File: config.mk
export PLATFORM = sky130hd
export DESIGN_NAME = multicycle_ctrl
export DESIGN_NICKNAME = d
export VERILOG_FILES = /design/src/rtl/multicycle_ctrl_pkg.sv /design/src/rtl/ctrl_decode.sv /design/src/rtl/multicycle_ctrl.sv
export SDC_FILE = /design/constraint.sdc
export NUM_CORES = 1
export LEC_CHECK = 0
export ABC_CLOCK_PERIOD_IN_PS = 3800
export CAP_MARGIN = 10
export CORE_MARGIN = 1.5
export CORE_UTILIZATION = 38
export CTS_BUF_LIST = sky130_fd_sc_hd__clkbuf_8
export CTS_CLUSTER_DIAMETER = 50
export DETAILED_ROUTE_END_ITERATION = 10
export PLACE_DENSITY_LB_ADDON = 0.05
export SLEW_MARGIN = 40
export SYNTH_ARGS = -nofsm -noshare
export SYNTH_HDL_FRONTEND = slang
export SYNTH_HIERARCHICAL = 1
export SYNTH_SLANG_ARGS = --single-unit
File: constraint.sdc
create_clock -name clk -period 3.8 [get_ports clk]
set_input_delay 0.57 -clock clk [delete_from_list [all_inputs] [get_ports clk]]
set_output_delay 0.57 -clock clk [all_outputs]
set_load 0.02 [all_outputs]
File: src/rtl/multicycle_ctrl_pkg.sv
// Shared encodings for the multicycle control unit: opcodes, functs, FSM states,
// ALU operations, write-back selects and the decoded instruction class.
package multicycle_ctrl_pkg;

  localparam logic [5:0] OpRtype = 6'h00;
  localparam logic [5:0] OpJ     = 6'h02;
  localparam logic [5:0] OpJal   = 6'h03;
  localparam logic [5:0] OpBeq   = 6'h04;
  localparam logic [5:0] OpBne   = 6'h05;
  localparam logic [5:0] OpAddi  = 6'h08;
  localparam logic [5:0] OpXori  = 6'h0E;
  localparam logic [5:0] OpLw    = 6'h23;
  localparam logic [5:0] OpSw    = 6'h2B;

  localparam logic [5:0] FnJr  = 6'h08;
  localparam logic [5:0] FnAdd = 6'h20;
  localparam logic [5:0] FnSub = 6'h22;
  localparam logic [5:0] FnSlt = 6'h2A;

  typedef enum logic [2:0] {
    StFetch,
    StDecode,
    StExec,
    StMem,
    StWb,
    StHalt
  } state_e;

  typedef enum logic [1:0] {
    AluAdd = 2'd0,
    AluSub = 2'd1,
    AluXor = 2'd2,
    AluSlt = 2'd3
  } alu_op_e;

  typedef enum logic [1:0] {
    WbAlu = 2'd0,
    WbMem = 2'd1,
    WbPc4 = 2'd2
  } wb_sel_e;

  typedef enum logic [3:0] {
    ClsIllegal,
    ClsRArith,
    ClsJr,
    ClsLw,
    ClsSw,
    ClsJ,
    ClsJal,
    ClsBeq,
    ClsBne,
    ClsIArith
  } instr_cls_e;

endpackage

File: src/rtl/ctrl_decode.sv
// Combinational instruction decode: opcode/funct to instruction class plus the
// ALU operation and operand select used by the control FSM.
module ctrl_decode
  import multicycle_ctrl_pkg::*;
(
  input  logic [5:0] op_i,
  input  logic [5:0] funct_i,
  output logic [3:0] cls_o,
  output logic [1:0] alu_op_o,
  output logic       alu_src_o
);

  instr_cls_e cls;
  alu_op_e    alu_op;
  logic       alu_src;

  always_comb begin
    cls     = ClsIllegal;
    alu_op  = AluAdd;
    alu_src = 1'b0;
    case (op_i)
      OpRtype: begin
        case (funct_i)
          FnAdd: cls = ClsRArith;
          FnSub: begin
            cls    = ClsRArith;
            alu_op = AluSub;
          end
          FnSlt: begin
            cls    = ClsRArith;
            alu_op = AluSlt;
          end
          FnJr:    cls = ClsJr;
          default: cls = ClsIllegal;
        endcase
      end
      OpLw: begin
        cls     = ClsLw;
        alu_src = 1'b1;
      end
      OpSw: begin
        cls     = ClsSw;
        alu_src = 1'b1;
      end
      OpJ:   cls = ClsJ;
      OpJal: cls = ClsJal;
      OpBeq: begin
        cls    = ClsBeq;
        alu_op = AluSub;
      end
      OpBne: begin
        cls    = ClsBne;
        alu_op = AluSub;
      end
      OpAddi: begin
        cls     = ClsIArith;
        alu_src = 1'b1;
      end
      // Immediate is zero-extended for XORI; the datapath keys that off alu_op.
      OpXori: begin
        cls     = ClsIArith;
        alu_op  = AluXor;
        alu_src = 1'b1;
      end
      default: cls = ClsIllegal;
    endcase
  end

  assign cls_o     = cls;
  assign alu_op_o  = alu_op;
  assign alu_src_o = alu_src;

endmodule

File: src/rtl/multicycle_ctrl.sv
// Multicycle control FSM (FETCH/DECODE/EXEC/MEM/WB) driving fetch PC update and datapath.
// Define ILLEGAL_HALT_EN to halt on unsupported instructions; otherwise they retire as NOPs.
module multicycle_ctrl
  import multicycle_ctrl_pkg::*;
#(
  parameter int unsigned REG_ADDR_W = 5,
  parameter int unsigned RA_REG     = 31
) (
  input  logic                  clk,
  input  logic                  reset_n,
  input  logic [31:0]           instr,
  input  logic [31:0]           pc,
  input  logic [31:0]           rs_data,
  input  logic                  alu_zero,
  output logic                  write_pc,
  output logic                  is_branch,
  output logic                  is_jump,
  output logic [15:0]           branch_addr,
  output logic [31:0]           jump_addr,
  output logic [REG_ADDR_W-1:0] rs_addr,
  output logic [REG_ADDR_W-1:0] rt_addr,
  output logic [REG_ADDR_W-1:0] wr_addr,
  output logic                  reg_we,
  output logic [1:0]            wb_sel,
  output logic                  alu_src,
  output logic [1:0]            alu_op,
  output logic                  mem_we,
  output logic                  illegal
);

  state_e      state_q, state_d;
  logic [31:0] ir_q, ir_d;
  logic        illegal_q, illegal_d;

  logic [3:0]  dec_cls;
  logic [1:0]  dec_alu_op;
  logic        dec_alu_src;
  instr_cls_e  cls;

  // Only the region bits of the PC form part of a J/JAL target.
  logic        unused_pc;
  assign unused_pc = ^pc[27:0];

  ctrl_decode u_decode (
    .op_i      (ir_q[31:26]),
    .funct_i   (ir_q[5:0]),
    .cls_o     (dec_cls),
    .alu_op_o  (dec_alu_op),
    .alu_src_o (dec_alu_src)
  );

  assign cls         = instr_cls_e'(dec_cls);
  assign rs_addr     = REG_ADDR_W'(ir_q[25:21]);
  assign rt_addr     = REG_ADDR_W'(ir_q[20:16]);
  assign branch_addr = ir_q[15:0];
  assign illegal     = illegal_q;

  always_ff @(posedge clk or negedge reset_n) begin
    if (!reset_n) begin
      state_q   <= StFetch;
      ir_q      <= '0;
      illegal_q <= 1'b0;
    end else begin
      state_q   <= state_d;
      ir_q      <= ir_d;
      illegal_q <= illegal_d;
    end
  end

  always_comb begin
    state_d   = state_q;
    ir_d      = ir_q;
    illegal_d = illegal_q;
    write_pc  = 1'b0;
    is_branch = 1'b0;
    is_jump   = 1'b0;
    jump_addr = '0;
    wr_addr   = '0;
    reg_we    = 1'b0;
    wb_sel    = WbAlu;
    alu_src   = 1'b0;
    alu_op    = AluAdd;
    mem_we    = 1'b0;

    unique case (state_q)
      StFetch: begin
        ir_d    = instr;
        state_d = StDecode;
      end
      StDecode: begin
        if (cls == ClsIllegal) begin
`ifdef ILLEGAL_HALT_EN
          illegal_d = 1'b1;
          state_d   = StHalt;
`else
          state_d   = StWb;
`endif
        end else begin
          state_d = StExec;
        end
      end
      StExec: begin
        alu_op  = dec_alu_op;
        alu_src = dec_alu_src;
        case (cls)
          ClsBeq, ClsBne: begin
            write_pc  = 1'b1;
            is_branch = (cls == ClsBeq) ? alu_zero : !alu_zero;
            state_d   = StFetch;
          end
          ClsJ, ClsJal: begin
            write_pc  = 1'b1;
            is_jump   = 1'b1;
            jump_addr = {pc[31:28], ir_q[25:0], 2'b00};
            state_d   = StFetch;
            // JAL links in the same cycle the jump retires.
            if (cls == ClsJal) begin
              reg_we  = 1'b1;
              wr_addr = REG_ADDR_W'(RA_REG);
              wb_sel  = WbPc4;
            end
          end
          ClsJr: begin
            write_pc  = 1'b1;
            is_jump   = 1'b1;
            jump_addr = rs_data;
            state_d   = StFetch;
          end
          ClsLw, ClsSw: state_d = StMem;
          default:      state_d = StWb;
        endcase
      end
      StMem: begin
        alu_op  = dec_alu_op;
        alu_src = dec_alu_src;
        if (cls == ClsSw) begin
          mem_we   = 1'b1;
          write_pc = 1'b1;
          state_d  = StFetch;
        end else begin
          state_d = StWb;
        end
      end
      StWb: begin
        alu_op   = dec_alu_op;
        alu_src  = dec_alu_src;
        write_pc = 1'b1;
        state_d  = StFetch;
        // An unsupported instruction reaching WB is a NOP: advance PC, no write.
        if (cls != ClsIllegal) begin
          reg_we  = 1'b1;
          wb_sel  = (cls == ClsLw) ? WbMem : WbAlu;
          wr_addr = (cls == ClsRArith) ? REG_ADDR_W'(ir_q[15:11]) : REG_ADDR_W'(ir_q[20:16]);
        end
      end
      StHalt:  state_d = StHalt;
      default: state_d = StFetch;
    endcase
  end

endmodule

After elaboration in Yosys (flattened, before gate mapping)
Cells that the tools add are included.
{ "op_classes": {"n_mux": 36, "n_eq_ne": 25, "reduce_logical": 15} }
{ "op_table": {"columns": ["operator", "count"], "rows": [
  ["32-bit case mux with 2 select lines", 1],
  ["32-bit 2-to-1 mux", 1],
  ["4-bit case mux with 8 select lines", 1],
  ["6-bit == test (second input constant)", 5],
  ["5-bit 2-to-1 mux", 4],
  ["6-bit by 4-bit == test with 1-bit output (second input constant)", 3],
  ["4-bit by 3-bit == test with 1-bit output (second input constant)", 4],
  ["1-bit 2-to-1 mux", 15],
  ["3-bit case mux with 5 select lines", 1],
  ["6-bit by 2-bit == test with 1-bit output (second input constant)", 2],
  ["6-bit by 3-bit == test with 1-bit output (second input constant)", 2],
  ["2-bit case mux with 2 select lines", 3],
  ["5-bit case mux with 2 select lines", 1],
  ["2-bit OR reduction", 5],
  ["3-bit OR reduction", 3],
  ["4-bit by 2-bit == test with 1-bit output (second input constant)", 2],
  ["3-bit by 2-bit == test with 1-bit output (second input constant)", 2],
  ["3-bit == test (second input constant)", 2],
  ["6-bit zero test", 1],
  ["2-bit 2-to-1 mux", 3],
  ["3-bit 2-to-1 mux", 2],
  ["2-bit case mux with 3 select lines", 1],
  ["3-bit case mux with 2 select lines", 1],
  ["5-bit OR reduction", 1],
  ["10 further kinds", 10]
]} }
{ "totals": {"regBits": 35, "output_inout_bits": 74, "in_bits": 99, "elab_cells": 78} }

Depth between registers and ports, before layout
Gate-level depths: netlist of the first run.
{ "depth": {"ltp_word": 8, "ltp_mapped": 10} }

By module
The synthesis of the first run kept the hierarchy.
{ "modules_own_cells": {"columns": ["mod", "cells_per_inst", "n_inst", "area_each_um2"], "rows": [
  ["multicycle_ctrl", 234, 1, 2382.3],
  ["ctrl_decode", 39, 1, 256.5]
]} }

Worst setup path after synthesis of the first run
Ideal clock, no wire load.
{ "synth_timing": {"kind": "reg2out", "from": "register ir_q[27]", "to": "output jump_addr[22]", "path_slack_ns": 0.728, "t_required_ns": 3.230, "stages_incl_launch_ff": 9, "arrival_time_ns": 2.502, "path_cell_list": "dfrtp_1 buf_6 nor4b_1 a21oi_1 o32ai_1 nor4b_4 buf_2 a32oi_1 nor2_1"} }
{ "synth_between": {"elab_chain_len": 7, "elab_cells_between_ends": 17, "cone_classes": "eq/ne (11); mux (3); reduce/logical (3)"} }
{ "synth_rtl": {"columns": ["item", "line", "text"], "rows": [
  ["start, declared", "multicycle_ctrl.sv:32", "logic [31:0] ir_q, ir_d;"],
  ["start signal, assigned", "multicycle_ctrl.sv:65", "ir_q <= ir_d;"],
  ["6-bit by 4-bit == test with 1-bit output", "ctrl_decode.sv:21", "case (op_i)"],
  ["2-bit OR reduction (no source line)", null, null],
  ["4-bit case mux with 8 select lines *", "ctrl_decode.sv:21", null],
  ["via cls[1]", "multicycle_ctrl.sv:38", "instr_cls_e cls;"],
  ["4-bit by 3-bit == test with 1-bit output", "multicycle_ctrl.sv:105", "case (cls)"],
  ["2-bit OR reduction", null, null],
  ["32-bit case mux with 2 select lines *", "multicycle_ctrl.sv:105", null],
  ["32-bit 2-to-1 mux *", "multicycle_ctrl.sv:85", "unique case (state_q)"],
  ["end, declared", "multicycle_ctrl.sv:19", "output logic [31:0] jump_addr,"]
]} }
The timed path passes the listed nets; every way through them passes the cells marked *.

Worst setup path in the final report of the first run
{ "layout_timing": {"from": "register ir_q[27]", "to": "output write_pc"} }
{ "layout_between": {"elab_chain_len": 7, "elab_cells_between_ends": 21, "cone_classes": "eq/ne (14); mux (4); reduce/logical (3)"} }
{ "layout_rtl": {"columns": ["item", "line", "text"], "rows": [
  ["6-bit by 4-bit == test with 1-bit output", "ctrl_decode.sv:21", null],
  ["2-bit OR reduction (no source line)", null, null],
  ["4-bit case mux with 8 select lines *", "ctrl_decode.sv:21", null],
  ["via cls[0]", "multicycle_ctrl.sv:38", null],
  ["4-bit by 3-bit == test with 1-bit output, or another cell as far along", "multicycle_ctrl.sv:105", null],
  ["5-bit OR reduction (no source line)", null, null],
  ["1-bit 2-to-1 mux", "multicycle_ctrl.sv:105", null],
  ["1-bit case mux with 3 select lines *", "multicycle_ctrl.sv:85", null],
  ["end, declared", "multicycle_ctrl.sv:15", "output logic write_pc,"]
]} }
Marked as above.

==> impl_metrics.prom, run 1 <==
# TYPE chip_impl_metric gauge
chip_impl_metric{name="synth_top_area_share",unit="%"} 33.19
chip_impl_metric{name="first_global_vias",unit=""} 2405
chip_impl_metric{name="final_setup_violating_endpoints",unit=""} 0
chip_impl_metric{name="std_cell_rows",unit=""} 30
chip_impl_metric{name="tightestPinTransition",unit="ps"} 508.9
chip_impl_metric{name="port_buffers",unit=""} 143
chip_impl_info{name="synthTopCellsByCount",value="sky130_fd_sc_hd__nor2_1 (39), sky130_fd_sc_hd__dfrtp_1 (35), sky130_fd_sc_hd__buf_4 (33)"} 1
chip_impl_metric{name="worst_hold_slack",unit="ps"} 223.0
chip_impl_metric{name="max_freq",unit="MHz"} 274.2
chip_impl_metric{name="totalWireLength",unit="µm"} 7613
chip_impl_metric{name="cts.reportedPaths.clkPinSlew",unit="ps"} 80
chip_impl_metric{name="gr-usage-met1",unit="%"} 24.90
chip_impl_metric{name="ys_ff_latch",unit=""} 35
chip_impl_metric{name="seq_area_frac_synth",unit="%"} 33.19
chip_impl_info{name="outcome",value="finished clean"} 1
chip_impl_metric{name="num-nets-final",unit=""} 485
chip_impl_metric{name="syn-cell-area",unit="µm²"} 2639
chip_impl_info{name="tritoncts",value="done"} 1
chip_impl_metric{name="cts_hold_buf",unit=""} 0
chip_impl_metric{name="worst-endpoint-arrival",unit="ps"} 3080
chip_impl_metric{name="cell_internal_pwr",unit="W"} 0.001602
chip_impl_metric{name="maximum_number_of_pins_on_one_net_before_global_route_repair",unit=""} 36
chip_impl_metric{name="p_leak",unit="nW"} 1.471
chip_impl_metric{name="yosys_warnings",unit=""} 6
chip_impl_metric{name="die-area",unit="µm²"} 7453
chip_impl_metric{name="power_frac_comb",unit="%"} 61.7
chip_impl_metric{name="boundaryPins",unit=""} 173
chip_impl_metric{name="cts_buffers",unit=""} 5
chip_impl_metric{name="detailedRoute.firstIterationViolations",unit=""} 87
chip_impl_metric{name="post_synth_arst_share",unit="%"} 100.0
chip_impl_metric{name="detailroute.via_count",unit=""} 2512
chip_impl_metric{name="die_y",unit="µm"} 86.33
chip_impl_metric{name="grt_use_met3",unit="%"} 4.571
chip_impl_info{name="timing.hold.worst.class",value="input pin to asynchronous set/reset pin"} 1
chip_impl_metric{name="cellPowerDensity",unit="nW/µm²"} 704.8
chip_impl_metric{name="post_route_cells_drive_above_1_share",unit="%"} 14.21
chip_impl_info{name="synth-main-ff-cell",value="sky130_fd_sc_hd__dfrtp_1"} 1
chip_impl_metric{name="totalPowerFinal",unit="W"} 0.002869
chip_impl_metric{name="critical_path.max_fanout",unit=""} 11
chip_impl_info{name="start_kind",value="register"} 1
chip_impl_metric{name="sequential_share_of_power",unit="%"} 29.2
chip_impl_metric{name="h-tree-depth",unit=""} 2
chip_impl_metric{name="drv.max_cap_violation_count",unit=""} 0
chip_impl_metric{name="count_of_flip_flops_with_a_built_in_enable_after_synthesis",unit=""} 0
chip_impl_info{name="synthMostInstantiatedCell",value="sky130_fd_sc_hd__nor2_1"} 1
chip_impl_metric{name="instances_no_fill",unit=""} 467
chip_impl_metric{name="tns",unit="ps"} 0
chip_impl_metric{name="slew_violations",unit=""} 0
chip_impl_metric{name="syn_area_per_cell",unit="µm²"} 9.666
chip_impl_metric{name="postSynthNetCount",unit=""} 372
chip_impl_metric{name="cpPeakStageDelay",unit="ps"} 590
chip_impl_info{name="path_cells",value="xor3_1 > a2bb2oi_1 > o22ai_2 > buf_4 > or4b_4 > o211ai_1 > a31o_2 > clkdlybuf4s50_1"} 1
chip_impl_metric{name="track_usage",unit="%"} 19.86
chip_impl_metric{name="power_switching_share",unit="%"} 44.17
chip_impl_metric{name="vdd_ir_drop_max",unit="mV"} 0.2651
chip_impl_metric{name="timing.final.crit_share",unit="%"} 95.98
chip_impl_metric{name="min_period",unit="ps"} 3647
chip_impl_metric{name="p_clk_share",unit="%"} 9.1
chip_impl_metric{name="drt_pass_1_iters",unit=""} 4
chip_impl_metric{name="final_skew",unit="ps"} 9.625
chip_impl_metric{name="numPlacedInstances",unit=""} 456
chip_impl_metric{name="groute.layer.met2.usage",unit="%"} 33.31
chip_impl_metric{name="max-slew-margin-rel",unit="%"} 65.99
chip_impl_metric{name="layout-area-overhead-vs-synth",unit="%"} 54.24
chip_impl_metric{name="route.antenna.remaining_nets",unit=""} 0
chip_impl_metric{name="synth.lib_cells_used.distinct",unit=""} 51
chip_impl_metric{name="final.fill_count",unit=""} 610
chip_impl_metric{name="die_width",unit="µm"} 86.33
chip_impl_metric{name="cp_data_required_time",unit="ps"} 3230
chip_impl_metric{name="antennaDiodeCount",unit=""} 0
chip_impl_metric{name="gr-total-overflow",unit=""} 0
chip_impl_metric{name="std_cell_core_area",unit="µm²"} 6756
chip_impl_info{name="library_cell_occupying_the_most_area_in_the_post_synthesis_netlist",value="sky130_fd_sc_hd__dfrtp_1"} 1
chip_impl_metric{name="grt_antenna_before_repair",unit=""} 0
chip_impl_info{name="crit_path_top_delay_cell",value="sky130_fd_sc_hd__clkdlybuf4s50_1"} 1
chip_impl_info{name="rsz0062_at_grt",value="false"} 1
chip_impl_metric{name="synthesis.instances",unit=""} 273
chip_impl_info{name="busiest_layer",value="met2"} 1
chip_impl_metric{name="dp_hpwl",unit="µm"} 5532
chip_impl_metric{name="initial_utilization",unit="%"} 39.06
chip_impl_metric{name="gpl.final_weighted_congestion",unit=""} 0.7556
chip_impl_info{name="criticalPathCategory",value="register to output pin"} 1
chip_impl_metric{name="net_load_switching_power",unit="W"} 0.001267
chip_impl_metric{name="viasPerCell",unit=""} 5.379
chip_impl_metric{name="clkLatencyLatePin",unit="ps"} 290
chip_impl_metric{name="grt_pass1_wl",unit="µm"} 11690
chip_impl_metric{name="wl_per_cell",unit="µm"} 16.30
chip_impl_metric{name="clock_path_buffers",unit=""} 2
chip_impl_metric{name="worst-r2r-setup-slack",unit="ps"} 1460
chip_impl_metric{name="cts_num_sinks",unit=""} 35
chip_impl_info{name="cell_chosen_for_the_clock_root",value="sky130_fd_sc_hd__clkbuf_8"} 1
chip_impl_metric{name="drc",unit=""} 0
chip_impl_info{name="synthTopCellsByArea",value="sky130_fd_sc_hd__dfrtp_1 (33%), sky130_fd_sc_hd__a32oi_1 (10%), sky130_fd_sc_hd__buf_4 (9.4%)"} 1
chip_impl_metric{name="timing_hold_violations_final",unit=""} 0
chip_impl_info{name="cp-end-kind",value="output pin"} 1
layout by cell type, fill, tap and decap left out, types with 2 or more instances in the layout:
cell type / count
sky130_fd_sc_hd__dfrtp_1: 34
sky130_fd_sc_hd__mux2_1: 12
sky130_fd_sc_hd__clkdlybuf4s50_1: 141
sky130_fd_sc_hd__mux2_2: 20
sky130_fd_sc_hd__nand3_1: 6
sky130_fd_sc_hd__nand2_1: 4
sky130_fd_sc_hd__and4_1: 2
sky130_fd_sc_hd__clkbuf_8: 5
sky130_fd_sc_hd__o32ai_1: 2
sky130_fd_sc_hd__a21oi_1: 5
sky130_fd_sc_hd__nor2_1: 39
sky130_fd_sc_hd__nand4b_1: 2
sky130_fd_sc_hd__nor3b_1: 2
sky130_fd_sc_hd__a21o_1: 2
sky130_fd_sc_hd__nand2b_1: 2
sky130_fd_sc_hd__nor4_2: 2
sky130_fd_sc_hd__inv_1: 4
sky130_fd_sc_hd__nand3b_1: 2
sky130_fd_sc_hd__buf_4: 12
sky130_fd_sc_hd__and3_1: 4
sky130_fd_sc_hd__nor4b_4: 2
sky130_fd_sc_hd__a32oi_1: 30
sky130_fd_sc_hd__o21ai_1: 7
sky130_fd_sc_hd__buf_6: 3
sky130_fd_sc_hd__mux2i_1: 6
sky130_fd_sc_hd__nor2b_1: 5
metrics by stage:
stage | setup WS (ps) | utilization, % | cell area, µm²
after global placement | 257.9 | 57.87 | 3910
after floorplan | 727.5 | - | 2639
final | 152.6 | 60.24 | 4070
after global routing | 1.014 | 60.24 | 4070
after detailed placement | 276.0 | 58.31 | 3940
after CTS | 33.60 | 59.54 | 4023
flip-flops by register name (all words and copies together) (netlist names):
name,cells
state_q,3
ir_q,32
final cells by class:
type	count	area, µm²	area share (%)
multi-input cells	183	1425	35.01
clock buffers	5	68.82	1.691
clock inverters	3	12.51	0.3074
inverters	3	11.26	0.2767
repair buffers	158	1575	38.70
flip-flops and latches	35	877.1	21.55
well taps	80	100.1	2.459
cell families after synthesis:
| kind of cell | share of synthesized area (%) |
|---|---|
| AND/OR/NAND/NOR | 18.07 |
| AO/OA/AOI/OAI | 16.88 |
| buffers and inverters | 13.61 |
| multiplexers | 15.93 |
| flip-flops | 33.19 |
| XOR/XNOR | 2.181 |
| other | 0.1421 |
power groups by stage:
stage                     combinational [W]  clock (W)  sequential (W)
final                               0.00177   0.000261        0.000838
after global routing                0.00190   0.000284        0.000877
after CTS                           0.00176   0.000271        0.000837
after detailed placement            0.00176          0        0.000840
after global placement              0.00170          0        0.000834
after floorplan                     0.00141          0        0.000716
routing by layer:
| layer | share of wire [%] | vias up | wire length, µm |
|---|---|---|---|
| li1 | - | 1212 | - |
| met4 | 1.7 | 0 | 130 |
| met5 | 0 | - | 0 |
| met2 | 50 | 89 | 3811 |
| met3 | 6.2 | 9 | 471 |
| met1 | 42 | 1202 | 3199 |
final timing paths:
path                           from    endpoint  cells past startpoint
setup / recovery           ir_q[27]    write_pc                      8
hold / removal              reset_n    ir_q[29]                      1
setup reg to reg           ir_q[27]  state_q[2]                      7
hold reg to reg             ir_q[8]     ir_q[8]                      1
max in group asynchronous   reset_n     ir_q[1]                      1
min in group clk            ir_q[8]     ir_q[8]                      1
critical path, delay by kind of cell, from the launching register on:
family,cells,cell delay [ps]
buf+inv,2,800
compound gates,4,600
simple gates,1,500
flops,1,460
xor+xnor,1,420
timing repair:
item | CTS | global route
gates resized for setup | 1 | 6
buffers inserted | 0 | 3
pin swaps | 0 | 2
cloned | 0 | 0
setup endpoints to repair | 1 | 19
Power figures use the tool's default switching activity.
==> run 2: changes to the inputs <==
--- a/config.mk
+++ b/config.mk
@@ -8,8 +8,8 @@
 export ABC_CLOCK_PERIOD_IN_PS = 3800
 export CAP_MARGIN = 10
 export CORE_MARGIN = 1.5
-export CORE_UTILIZATION = 38
-export CTS_BUF_LIST = sky130_fd_sc_hd__clkbuf_8
+export CORE_UTILIZATION = 30
+export CTS_BUF_LIST = sky130_fd_sc_hd__clkbuf_16
 export CTS_CLUSTER_DIAMETER = 50
 export DETAILED_ROUTE_END_ITERATION = 10
 export PLACE_DENSITY_LB_ADDON = 0.05
@@ -18,3 +18,4 @@
 export SYNTH_HDL_FRONTEND = slang
 export SYNTH_HIERARCHICAL = 1
 export SYNTH_SLANG_ARGS = --single-unit
+export TNS_END_PERCENT = 50
==> impl_metrics.prom, run 2 (same netlist as run 1, synthesis figures left out) <==
# TYPE chip_impl_metric gauge
chip_impl_metric{name="first_global_vias",unit=""} 2495
chip_impl_metric{name="gpl.final_weighted_congestion",unit=""} 0.7896
chip_impl_metric{name="wl_per_cell",unit="µm"} 16.43
chip_impl_metric{name="drv.max_cap_violation_count",unit=""} 0
chip_impl_info{name="cp-end-kind",value="output pin"} 1
chip_impl_metric{name="p_clk_share",unit="%"} 14.7
chip_impl_metric{name="final.fill_count",unit=""} 822
chip_impl_metric{name="min_period",unit="ps"} 3644
chip_impl_metric{name="die_y",unit="µm"} 96.79
chip_impl_metric{name="cts_num_sinks",unit=""} 35
chip_impl_metric{name="worst_hold_slack",unit="ps"} 251.5
chip_impl_metric{name="cpPeakStageDelay",unit="ps"} 570
chip_impl_metric{name="cellPowerDensity",unit="nW/µm²"} 745.2
chip_impl_metric{name="cp_data_required_time",unit="ps"} 3230
chip_impl_metric{name="largest_register_ffs",unit=""} 32
chip_impl_metric{name="final_setup_violating_endpoints",unit=""} 0
chip_impl_metric{name="die_width",unit="µm"} 96.79
chip_impl_metric{name="slew_violations",unit=""} 0
chip_impl_metric{name="track_usage",unit="%"} 16.85
chip_impl_metric{name="totalWireLength",unit="µm"} 8167
chip_impl_metric{name="drc",unit=""} 0
chip_impl_info{name="top_register",value="ir_q"} 1
chip_impl_info{name="outcome",value="finished clean"} 1
chip_impl_metric{name="max-slew-margin-rel",unit="%"} 64.63
chip_impl_metric{name="power_frac_comb",unit="%"} 58.6
chip_impl_info{name="crit_path_top_delay_cell",value="sky130_fd_sc_hd__clkdlybuf4s50_1"} 1
chip_impl_metric{name="cts_buffers",unit=""} 5
chip_impl_metric{name="power_switching_share",unit="%"} 41.88
chip_impl_metric{name="detailroute.via_count",unit=""} 2513
chip_impl_metric{name="tns",unit="ps"} 0
chip_impl_info{name="layout.cells.most_common",value="sky130_fd_sc_hd__clkdlybuf4s50_1"} 1
chip_impl_metric{name="max_freq",unit="MHz"} 274.4
chip_impl_metric{name="utilization",unit="%"} 48.90
chip_impl_metric{name="vdd_ir_drop_max",unit="mV"} 0.3065
chip_impl_info{name="critical_path.top_delay_family",value="buffers and inverters"} 1
chip_impl_metric{name="grt_pass1_wl",unit="µm"} 12890
chip_impl_metric{name="cts_hold_buf",unit=""} 0
chip_impl_info{name="start_kind",value="register"} 1
chip_impl_info{name="layout_common_cells",value="sky130_fd_sc_hd__clkdlybuf4s50_1 (140), sky130_fd_sc_hd__nor2_1 (39), sky130_fd_sc_hd__dfrtp_1 (33)"} 1
chip_impl_metric{name="reg2reg_depth",unit=""} 7
chip_impl_metric{name="worst-endpoint-arrival",unit="ps"} 3070
chip_impl_metric{name="route.antenna.remaining_nets",unit=""} 0
chip_impl_metric{name="area_taken_by_multi_input_logic_gates",unit="µm²"} 1429
chip_impl_metric{name="dp_hpwl",unit="µm"} 5969
chip_impl_info{name="cell_chosen_for_the_clock_root",value="sky130_fd_sc_hd__clkbuf_16"} 1
chip_impl_metric{name="viasPerCell",unit=""} 5.056
chip_impl_metric{name="cts.reportedPaths.clkPinSlew",unit="ps"} 60
chip_impl_metric{name="preCtsSetupSlack",unit="ps"} 219.2
chip_impl_info{name="timing.hold.worst.class",value="input pin to asynchronous set/reset pin"} 1
chip_impl_metric{name="drt_pass_1_iters",unit=""} 4
chip_impl_metric{name="layout-area-overhead-vs-synth",unit="%"} 60.03
chip_impl_metric{name="grt_antenna_before_repair",unit=""} 0
chip_impl_metric{name="num-nets-final",unit=""} 487
chip_impl_metric{name="sequential_share_of_power",unit="%"} 26.7
chip_impl_metric{name="setup_ws",unit="ps"} 156.2
chip_impl_metric{name="worst-r2r-setup-slack",unit="ps"} 1490
chip_impl_metric{name="detailedRoute.firstIterationViolations",unit=""} 50
chip_impl_info{name="path_cells",value="buf_4 > xnor2_1 > nand3b_1 > a211oi_1 > buf_4 > nor2b_4 > buf_4 > nand4b_1 > buf_4 > o21ai_1 > clkdlybuf4s50_1"} 1
chip_impl_metric{name="cell_internal_pwr",unit="W"} 0.001829
chip_impl_metric{name="net_load_switching_power",unit="W"} 0.001318
chip_impl_metric{name="gr-total-overflow",unit=""} 0
chip_impl_metric{name="timing.final.crit_share",unit="%"} 95.89
chip_impl_metric{name="initial_utilization",unit="%"} 30.56
chip_impl_metric{name="p_leak",unit="nW"} 1.536
chip_impl_metric{name="tightestPinTransition",unit="ps"} 528.4
chip_impl_metric{name="maximum_number_of_pins_on_one_net_before_global_route_repair",unit=""} 36
chip_impl_metric{name="timing_hold_violations_final",unit=""} 0
chip_impl_info{name="critical_path.reg2reg.endpoint",value="state_q[2]"} 1
chip_impl_metric{name="antennaDiodeCount",unit=""} 0
chip_impl_metric{name="final_skew",unit="ps"} 3.692
chip_impl_metric{name="std_cell_rows",unit=""} 34
chip_impl_metric{name="critical_path.max_fanout",unit=""} 23
chip_impl_info{name="crit_top_cell",value="sky130_fd_sc_hd__buf_4"} 1
chip_impl_info{name="criticalPathCategory",value="register to output pin"} 1
chip_impl_metric{name="h-tree-depth",unit=""} 2
chip_impl_metric{name="clock_path_buffers",unit=""} 2
chip_impl_metric{name="number_of_buffers_and_inverters_on_the_critical_path",unit=""} 5
chip_impl_info{name="largestRegisters",value="ir_q x32, state_q x3"} 1
chip_impl_metric{name="clkLatencyLatePin",unit="ps"} 270
chip_impl_info{name="worstReg2RegStart",value="ir_q[27]"} 1
chip_impl_metric{name="post_route_cells_drive_above_1_share",unit="%"} 15.17
chip_impl_metric{name="seq_area",unit="µm²"} 878.3
chip_impl_metric{name="std_cell_core_area",unit="µm²"} 8636
chip_impl_info{name="tritoncts",value="done"} 1
chip_impl_metric{name="die-area",unit="µm²"} 9367
chip_impl_metric{name="boundaryPins",unit=""} 173
chip_impl_metric{name="port_buffers",unit=""} 143
## run 2: how the worst max path moves through the flow
stage,depth (start not counted),end,start
after global routing,9,wr_addr[0],ir_q[28]
after global placement,8,wr_addr[0],ir_q[29]
after floorplan,8,jump_addr[22],ir_q[27]
after detailed placement,8,wr_addr[0],ir_q[29]
after CTS,8,is_branch,ir_q[27]
final,11,wr_addr[0],ir_q[28]
## run 2: what timing repair did
action                     CTS  global route
setup buffers                1             0
pin swaps                    1             0
gates resized for setup      2             6
setup endpoints to repair    7            38
## run 2: power groups by stage
stage / Sequential [W] / Clock, W / Combinational, W
6_report: 0.000839 / 0.000462 / 0.00185
5_1_grt: 0.000879 / 0.000489 / 0.00197
4_1_cts: 0.000840 / 0.000474 / 0.00185
3_5_place_dp: 0.000839 / 0 / 0.00184
3_3_place_gp: 0.000836 / 0 / 0.00175
2_1_floorplan: 0.000716 / 0 / 0.00141
## run 2: stage by stage
stage | power (W) | area [µm²] | cells
floorplan | 0.002128 | 2639 | 273
global placement | 0.002582 | 3968 | 486
detailed placement | 0.002679 | 4025 | 488
CTS | 0.003162 | 4199 | 497
global route | 0.003343 | 4223 | 497
finish | 0.003147 | 4223 | 497
## run 2: cell type report
cell class,instances,share of cell area [%]
clock inverters,3,0.9185
flip-flops and latches,35,20.80
inverters,3,0.2667
clock buffers,5,2.963
well taps,108,3.200
repair buffers,160,38.01
multi-input cells,183,33.84
## run 2: layer usage
layer	routed length (µm)	vias up	global-route usage, %
met5	0	-	0
met4	54	0	3.344
met3	467	4	4.769
met2	4049	74	28.78
met1	3596	1219	21.27
li1	-	1216	-
